$ cat config.mk
export PLATFORM = sky130hd
export DESIGN_NAME = vga_timing_generator_flat
export DESIGN_NICKNAME = d
export VERILOG_FILES = /design/src/rtl/vga_pkg.sv /design/src/rtl/vga_timing_generator_if.sv /design/src/rtl/vga_testpattern.sv /design/src/rtl/vga_timing_generator.sv /design/src/flat_wrapper.sv
export SDC_FILE = /design/constraint.sdc
export NUM_CORES = 1
export LEC_CHECK = 0
export CAP_MARGIN = 20
export CORE_ASPECT_RATIO = 0.7
export CORE_UTILIZATION = 47
export CTS_BUF_LIST = sky130_fd_sc_hd__clkbuf_16
export CTS_CLUSTER_SIZE = 30
export DETAILED_ROUTE_END_ITERATION = 7
export GPL_ROUTABILITY_DRIVEN = 0
export PLACE_DENSITY = 0.74
export SETUP_SLACK_MARGIN = 0.2
export SLEW_MARGIN = 20
export SYNTH_ARGS = -nofsm -noshare
export SYNTH_HDL_FRONTEND = slang
export SYNTH_SLANG_ARGS = --single-unit
$ cat constraint.sdc
create_clock -name clk -period 5.1 [get_ports clk]
set_clock_uncertainty 0.05 [all_clocks]
set_input_delay 0.765 -clock clk [delete_from_list [all_inputs] [get_ports clk]]
set_output_delay 0.765 -clock clk [all_outputs]
set_load 0.03 [all_outputs]
$ cat src/rtl/vga_pkg.sv
// vga_pkg: shared VGA types, the 640x480@60 timing set and the underrun colour.
package vga_pkg;
  typedef logic [11:0] rgb444_t;
  typedef struct packed {
    int unsigned active;
    int unsigned fp;
    int unsigned sync;
    int unsigned bp;
  } vga_axis_t;
  typedef struct packed {
    vga_axis_t h;
    vga_axis_t v;
  } vga_timing_t;
  localparam vga_timing_t VGA_640X480_60 = '{h: '{640, 16, 96, 48}, v: '{480, 10, 2, 33}};
  localparam rgb444_t UNDERRUN_RGB = 12'hF0F;
endpackage

$ cat src/rtl/vga_timing_generator_if.sv
// vga_timing_generator_if: ready/valid pixel stream from the framebuffer to the raster generator.
interface vga_timing_generator_if;
  import vga_pkg::*;
  logic pix_valid;
  logic pix_ready;
  rgb444_t pix_data;
  modport master(output pix_valid, pix_data, input pix_ready);
  modport slave(input pix_valid, pix_data, output pix_ready);
endinterface

$ cat src/rtl/vga_testpattern.sv
// vga_testpattern: eight vertical colour bars across the visible line, selected by hcnt.
module vga_testpattern
  import vga_pkg::*;
#(
  parameter int H_ACTIVE = 640,
  parameter int HW = 10
) (
  input  logic [HW-1:0] hcnt,
  output rgb444_t       rgb
);
  localparam rgb444_t BARS [8] = '{12'hFFF, 12'hFF0, 12'h0FF, 12'h0F0,
                                   12'hF0F, 12'hF00, 12'h00F, 12'h000};
  logic [2:0] bar;
  assign bar = 3'(hcnt / HW'(H_ACTIVE / 8));
  assign rgb = BARS[bar];
endmodule

$ cat src/rtl/vga_timing_generator.sv
// vga_timing_generator: VGA raster timing with a ready/valid pixel input and sticky underrun.
// Optional colour-bar test pattern is built only when VGA_TESTPATTERN_EN is defined.
module vga_timing_generator
  import vga_pkg::*;
#(
  parameter int H_ACTIVE = VGA_640X480_60.h.active,
  parameter int H_FP     = VGA_640X480_60.h.fp,
  parameter int H_SYNC   = VGA_640X480_60.h.sync,
  parameter int H_BP     = VGA_640X480_60.h.bp,
  parameter int V_ACTIVE = VGA_640X480_60.v.active,
  parameter int V_FP     = VGA_640X480_60.v.fp,
  parameter int V_SYNC   = VGA_640X480_60.v.sync,
  parameter int V_BP     = VGA_640X480_60.v.bp,
  parameter int H_POL    = 0,
  parameter int V_POL    = 0,
  parameter int CLK_DIV  = 2
) (
  input  logic                        clk,
  input  logic                        rst,
  vga_timing_generator_if.slave       pix,
  input  logic                        test_en,
  input  logic                        clr_underrun,
  output logic                        underrun,
  output logic                        sof,
  output logic [3:0]                  vga_r,
  output logic [3:0]                  vga_g,
  output logic [3:0]                  vga_b,
  output logic                        vga_hsync,
  output logic                        vga_vsync
);
  localparam int H_TOTAL = H_ACTIVE + H_FP + H_SYNC + H_BP;
  localparam int V_TOTAL = V_ACTIVE + V_FP + V_SYNC + V_BP;
  localparam int HW = $clog2(H_TOTAL);
  localparam int VW = $clog2(V_TOTAL);
  localparam int DW = CLK_DIV > 1 ? $clog2(CLK_DIV) : 1;
  localparam logic HP = 1'(H_POL);
  localparam logic VP = 1'(V_POL);
  logic [DW-1:0] div;
  logic [HW-1:0] hcnt;
  logic [VW-1:0] vcnt;
  logic pix_en, active, h_last, v_last, hs, vs, tp;
  rgb444_t rgb, rgb_nxt, tp_rgb;
  assign pix_en = div == DW'(CLK_DIV - 1);
  assign h_last = hcnt == HW'(H_TOTAL - 1);
  assign v_last = vcnt == VW'(V_TOTAL - 1);
  assign active = hcnt < HW'(H_ACTIVE) && vcnt < VW'(V_ACTIVE);
  assign hs = hcnt >= HW'(H_ACTIVE + H_FP) && hcnt <= HW'(H_ACTIVE + H_FP + H_SYNC - 1) ? HP : ~HP;
  assign vs = vcnt >= VW'(V_ACTIVE + V_FP) && vcnt <= VW'(V_ACTIVE + V_FP + V_SYNC - 1) ? VP : ~VP;
`ifdef VGA_TESTPATTERN_EN
  assign tp = test_en;
  vga_testpattern #(.H_ACTIVE(H_ACTIVE), .HW(HW)) u_testpattern (.hcnt(hcnt), .rgb(tp_rgb));
`else
  logic unused_test_en;
  assign unused_test_en = test_en;
  assign tp = 1'b0;
  assign tp_rgb = '0;
`endif
  // The test pattern stalls the stream, so the source never sees a request and no underrun is flagged.
  assign pix.pix_ready = pix_en && active && !tp;
  assign sof = pix_en && hcnt == '0 && vcnt == '0;
  assign rgb_nxt = !active ? '0 : tp ? tp_rgb : pix.pix_valid ? pix.pix_data : UNDERRUN_RGB;
  assign {vga_r, vga_g, vga_b} = rgb;
  always_ff @(posedge clk or posedge rst) begin
    if (rst) begin
      div       <= '0;
      hcnt      <= '0;
      vcnt      <= '0;
      rgb       <= '0;
      vga_hsync <= ~HP;
      vga_vsync <= ~VP;
      underrun  <= 1'b0;
    end else begin
      div <= pix_en ? '0 : div + 1'b1;
      if (pix_en) begin
        hcnt      <= h_last ? '0 : hcnt + 1'b1;
        vcnt      <= !h_last ? vcnt : v_last ? '0 : vcnt + 1'b1;
        rgb       <= rgb_nxt;
        vga_hsync <= hs;
        vga_vsync <= vs;
      end
      underrun <= (pix.pix_ready && !pix.pix_valid) || (underrun && !clr_underrun);
    end
  end
endmodule

$ cat src/flat_wrapper.sv
// flat-port wrapper written by rule: the top's interface ports become plain ports
module vga_timing_generator_flat import vga_pkg::*;
#(
  parameter int H_ACTIVE = VGA_640X480_60.h.active,
  parameter int H_FP     = VGA_640X480_60.h.fp,
  parameter int H_SYNC   = VGA_640X480_60.h.sync,
  parameter int H_BP     = VGA_640X480_60.h.bp,
  parameter int V_ACTIVE = VGA_640X480_60.v.active,
  parameter int V_FP     = VGA_640X480_60.v.fp,
  parameter int V_SYNC   = VGA_640X480_60.v.sync,
  parameter int V_BP     = VGA_640X480_60.v.bp,
  parameter int H_POL    = 0,
  parameter int V_POL    = 0,
  parameter int CLK_DIV  = 2
)
  (clk, rst, test_en, clr_underrun, underrun, sof, vga_r, vga_g, vga_b, vga_hsync, vga_vsync, pix_pix_valid, pix_pix_data, pix_pix_ready);
  vga_timing_generator_if pix_i ();
  input  logic clk;
  input  logic rst;
  input  logic test_en;
  input  logic clr_underrun;
  output logic underrun;
  output logic sof;
  output logic [3:0] vga_r;
  output logic [3:0] vga_g;
  output logic [3:0] vga_b;
  output logic vga_hsync;
  output logic vga_vsync;
  input wire logic [$bits(pix_i.pix_valid)-1:0] pix_pix_valid;
  input wire logic [$bits(pix_i.pix_data)-1:0] pix_pix_data;
  output wire logic [$bits(pix_i.pix_ready)-1:0] pix_pix_ready;
  assign pix_i.pix_valid = pix_pix_valid;
  assign pix_i.pix_data = pix_pix_data;
  assign pix_pix_ready = pix_i.pix_ready;
  vga_timing_generator #(.H_ACTIVE(H_ACTIVE), .H_FP(H_FP), .H_SYNC(H_SYNC), .H_BP(H_BP), .V_ACTIVE(V_ACTIVE), .V_FP(V_FP), .V_SYNC(V_SYNC), .V_BP(V_BP), .H_POL(H_POL), .V_POL(V_POL), .CLK_DIV(CLK_DIV)) u_core (.clk(clk), .rst(rst), .pix(pix_i), .test_en(test_en), .clr_underrun(clr_underrun), .underrun(underrun), .sof(sof), .vga_r(vga_r), .vga_g(vga_g), .vga_b(vga_b), .vga_hsync(vga_hsync), .vga_vsync(vga_vsync));
endmodule
## After elaboration in Yosys (flattened, before gate mapping)

Index checks and enable logic that the tools add are counted.

- Multiplexer cells: 7
- Eq/ne operators: 2
- Order comparisons: 6
- Reductions and logical operators: 14
- $add $sub $neg: 3

Operators by type and width:

| operator | number |
|---|---|
| $mux W12 | 2 |
| $add A10 B1 Y10 const B | 2 |
| $eq A10 B10 Y1 const B | 2 |
| $logic_not A10 Y1 | 2 |
| $mux W10 | 2 |
| $ge A10 B10 Y1 const B | 1 |
| $ge A10 B9 Y1 const B | 1 |
| $le A10 B10 Y1 const B | 1 |
| $le A10 B9 Y1 const B | 1 |
| $lt A10 B10 Y1 const B | 1 |
| $lt A10 B9 Y1 const B | 1 |
| $logic_and A1 B1 Y1 | 8 |
| $mux W1 | 3 |
| $logic_not A1 Y1 | 2 |
| $reduce_and A2 Y1 | 1 |
| $add A1 B1 Y1 const B | 1 |
| $logic_or A1 B1 Y1 | 1 |

- Flip-flop bits (word level): 36
- Output and inout port bits: 17
- Word-level logic and storage cells: 39

## Logic depth before layout (Yosys ltp)

- Depth after elaboration: 5
- Mapped depth: 7
- Mapped depth without buffers: 6

## Worst setup path before layout

OpenSTA, ideal clock, no wires.

- Kind: flip-flop to output port
- Start: register u_core.hcnt[0]
- End: output port sof
- Data required time: 4285 ps
- Buffers on the path: 0
- Setup slack: 2163 ps
- Stages on the path, launching flop included: 5
- Data arrival time: 2122 ps
- Path through: dfrtp_1 > inv_1 > ha_1 > or4b_2 > nor4_1

- Word-level cells in the longest chain between the ends: 3

RTL lines:

| element | RTL line | RTL |
|---|---|---|
| from (decl) | vga_timing_generator.sv:39 | `logic [HW-1:0] hcnt;` |
| from (signal assigned) | vga_timing_generator.sv:75 | `hcnt <= h_last ? '0 : hcnt + 1'b1;` |
| $logic_not A10 Y1 | vga_timing_generator.sv:60 | `assign sof = pix_en && hcnt == '0 && vcnt == '0;` |
| $logic_and A1 B1 Y1 (2 in series) | vga_timing_generator.sv:60 |  |
| to (decl) | flat_wrapper.sv:23 | `output logic sof;` |

Every way passes these cells.

## Worst setup path after layout

Ends and elaborated chain as after synthesis.

==> metrics.txt <==
share of the synthesized area in the top cell type 0.489; Setup crit end kind primary output; CTS buffer count 5; Int Pwr 0.000492 W; synthesized area per cell 10.3 um^2; largest net degree at the start of global routing 37; EDFF count, synth 0; Synth area leaders dfrtp_1 49%, a22o_1 4.0%, nand3_1 3.2%, dfstp_2 3.0%, nand2_1 3.0%; Mapped Area 1740 um^2; endpoints failing hold 0; worst-case clock buffer depth 2; post-CTS sizing 0; Seq cells post-synth 36; # rows 18; CORE AREA roughly 3500 um^2; total track usage 0.215; Vias per Instance 5.47; # setup viols final 0; Slew headroom 0.524; Cell variety after synth 38; RSZ-0062 raised after global routing no; Net Switching 0.000139 W; Max Freq 294 MHz; Detail Placement HPWL approximately 2.7 mm; vias in the first global route 1208; register area share after synthesis 0.519; Final Max Slew Viols 0; Worst Max-Slew Pin Slew 708 ps; Critical Path RT ~4300 ps; CP Class reg2out; worst vdd ir about 0.00024 V; Die Width ~75 um; Reg clk slew, reported paths 50 ps; postcts setup bufs 0; TritonCTS clock tree done; pwr dens 283 nW/um^2; Synthesis Warnings 0; fillers 282; drt pass-1 iters 4; setup tns final 0 ps; Clk Latency, worst-skew pair 280 ps; fin cells 253; startpoint types flip-flop; Boundary Pins 34; Area growth syn-to-layout 28.2%; Root Driver clkbuf_16; Leak about 0.96 nW; critical path data arrival time 2580 ps; 1st-iter DRT viols 66; fin nets between 200 and 250; status finished clean; Hold Path Class reg2reg; register area 903 um^2; WL/cell 15.0 um; first-pass GRT wire length 6.01 mm; DR DRC count 0; critical path peak fanout 3; share of cells above drive strength 1 0.0788; hold bufs inserted after CTS 0; initial antenna violation count 0; die area ~4000 um^2; Gate Count Post-Synth around 170; syn nets 190; part of the power in combinational logic 0.077; # diodes 0; post-synth top area cell dfrtp_1; Starting Density 0.493; Die H 52.9 um; min Tclk post-route ~3400 ps; aggregate global routing overflow 0; Vias roughly 1400; clock share of power 0.457; TritonCTS Sinks 36; Final Cycle Share 0.666; cell total after placement ~250; Multi-input gate area 767 um^2; share of power burned in registers 0.466; Most used DFF post-synth dfrtp_1; ys async rst share 1.00; Port Buf Inserts 32; max-cap violations 0; switching share of total power 0.220; Routed WL 3.79 mm; remaining antenna violation count 0; H-tree Lvls 2
[routing by layer]
layer  vias to the layer above  wire, um  track usage
met1                       672      1780        0.299
met3                         5       197       0.0743
met5                         -         0            0
li1                        672         -            -
met4                         0        39       0.0566
met2                        36      1770        0.318
[worst max-delay path: stages (launching register included)]
cell and delay [ps]:
dfrtp_1 390, inv_1 110, ha_1 140, or4b_2 580, nor4_1 340, clkdlybuf4s50_1 740
[cells in the mapped netlist, drive strengths merged, types with 6 or more instances]
cell / number
nor2: 9
inv: 9
nand2: 14
nand3: 11
nand2b: 8
a22o: 8
o21ai: 6
dfrtp: 34
xnor2: 6
[state kept, by name (all words and copies together), names as in the netlist]
signal and cells:
u_core.div 1, u_core.hcnt 10, u_core.rgb 12, u_core.underrun 1, u_core.vcnt 10, u_core.vga_hsync 1
u_core.vga_vsync 1
[worst paths after layout]
path | from | to | slack, ps | cells past startpoint
max in group asynchronous | rst | u_core.vga_hsync | 3790 | 3
hold reg to reg | u_core.rgb[4] | u_core.rgb[4] | 440 | 1
setup reg to reg | u_core.div | u_core.vcnt[9] | 2870 | 4
setup / recovery | u_core.hcnt[0] | sof | 1700 | 5
hold / removal | u_core.rgb[4] | u_core.rgb[4] | 440 | 1
min in group asynchronous | rst | u_core.vcnt[7] | 850 | 3
[power by group through the flow]
stage	clock network [W]	logic [W]	registers, W
floorplan	0	0.0000121	0.000310
global placement	0	0.0000482	0.000299
detailed placement	0	0.0000491	0.000299
CTS	0.000295	0.0000493	0.000294
global route	0.000306	0.0000524	0.000295
finish	0.000289	0.0000485	0.000294
[through the flow]
step | power [W] | utilization | hold slack, ps | worst slack [ps] | cell area [um^2]
after floorplan | 0.000322 | - | 407 | 2160 | 1740
after global placement | 0.000347 | 0.592 | 423 | 2090 | 2090
after detailed placement | 0.000348 | 0.592 | 429 | 2020 | 2090
after CTS | 0.000638 | 0.631 | 442 | 1720 | 2230
after global routing | 0.000653 | 0.631 | 468 | 1610 | 2230
final | 0.000631 | 0.631 | 439 | 1700 | 2230
[cell usage in the layout (no fill, tap or decap), drive strengths merged, types with 2 or more instances in the layout]
cell,instances
or4b,2
o31ai,4
a22o,8
nand4,4
a21oi,5
clkbuf,5
nor4,5
nand3,11
xor2,5
nand2,14
and3,2
inv,11
xnor2,6
nand2b,8
clkdlybuf4s50,32
ha,4
dfstp,2
nor3,3
o21ai,6
or4,2
or2,2
and2,2
dfrtp,34
or3,3
nor2,9
a32o,4
[cells by family after synthesis]
family / count (synthesis) / share of synthesized area
and+or+nand+nor: 70 / 0.220
DFF: 36 / 0.519
AOI/OAI and AO/OA: 31 / 0.131
muxes: 1 / 0.00575
adders and majority gates: 4 / 0.0287
buffers and inverters: 16 / 0.0409
xor gates and xnor gates: 11 / 0.0553
[area by class of cell]
type / instances / area share
tap: 50 / 0.0280
timing repair buffer: 33 / 0.147
inverter: 9 / 0.0151
clock buffer: 5 / 0.0561
clock inverter: 3 / 0.00561
sequential: 36 / 0.405
multi-input combinational: 117 / 0.344
Note: power is estimated with default switching activity, not from simulation.
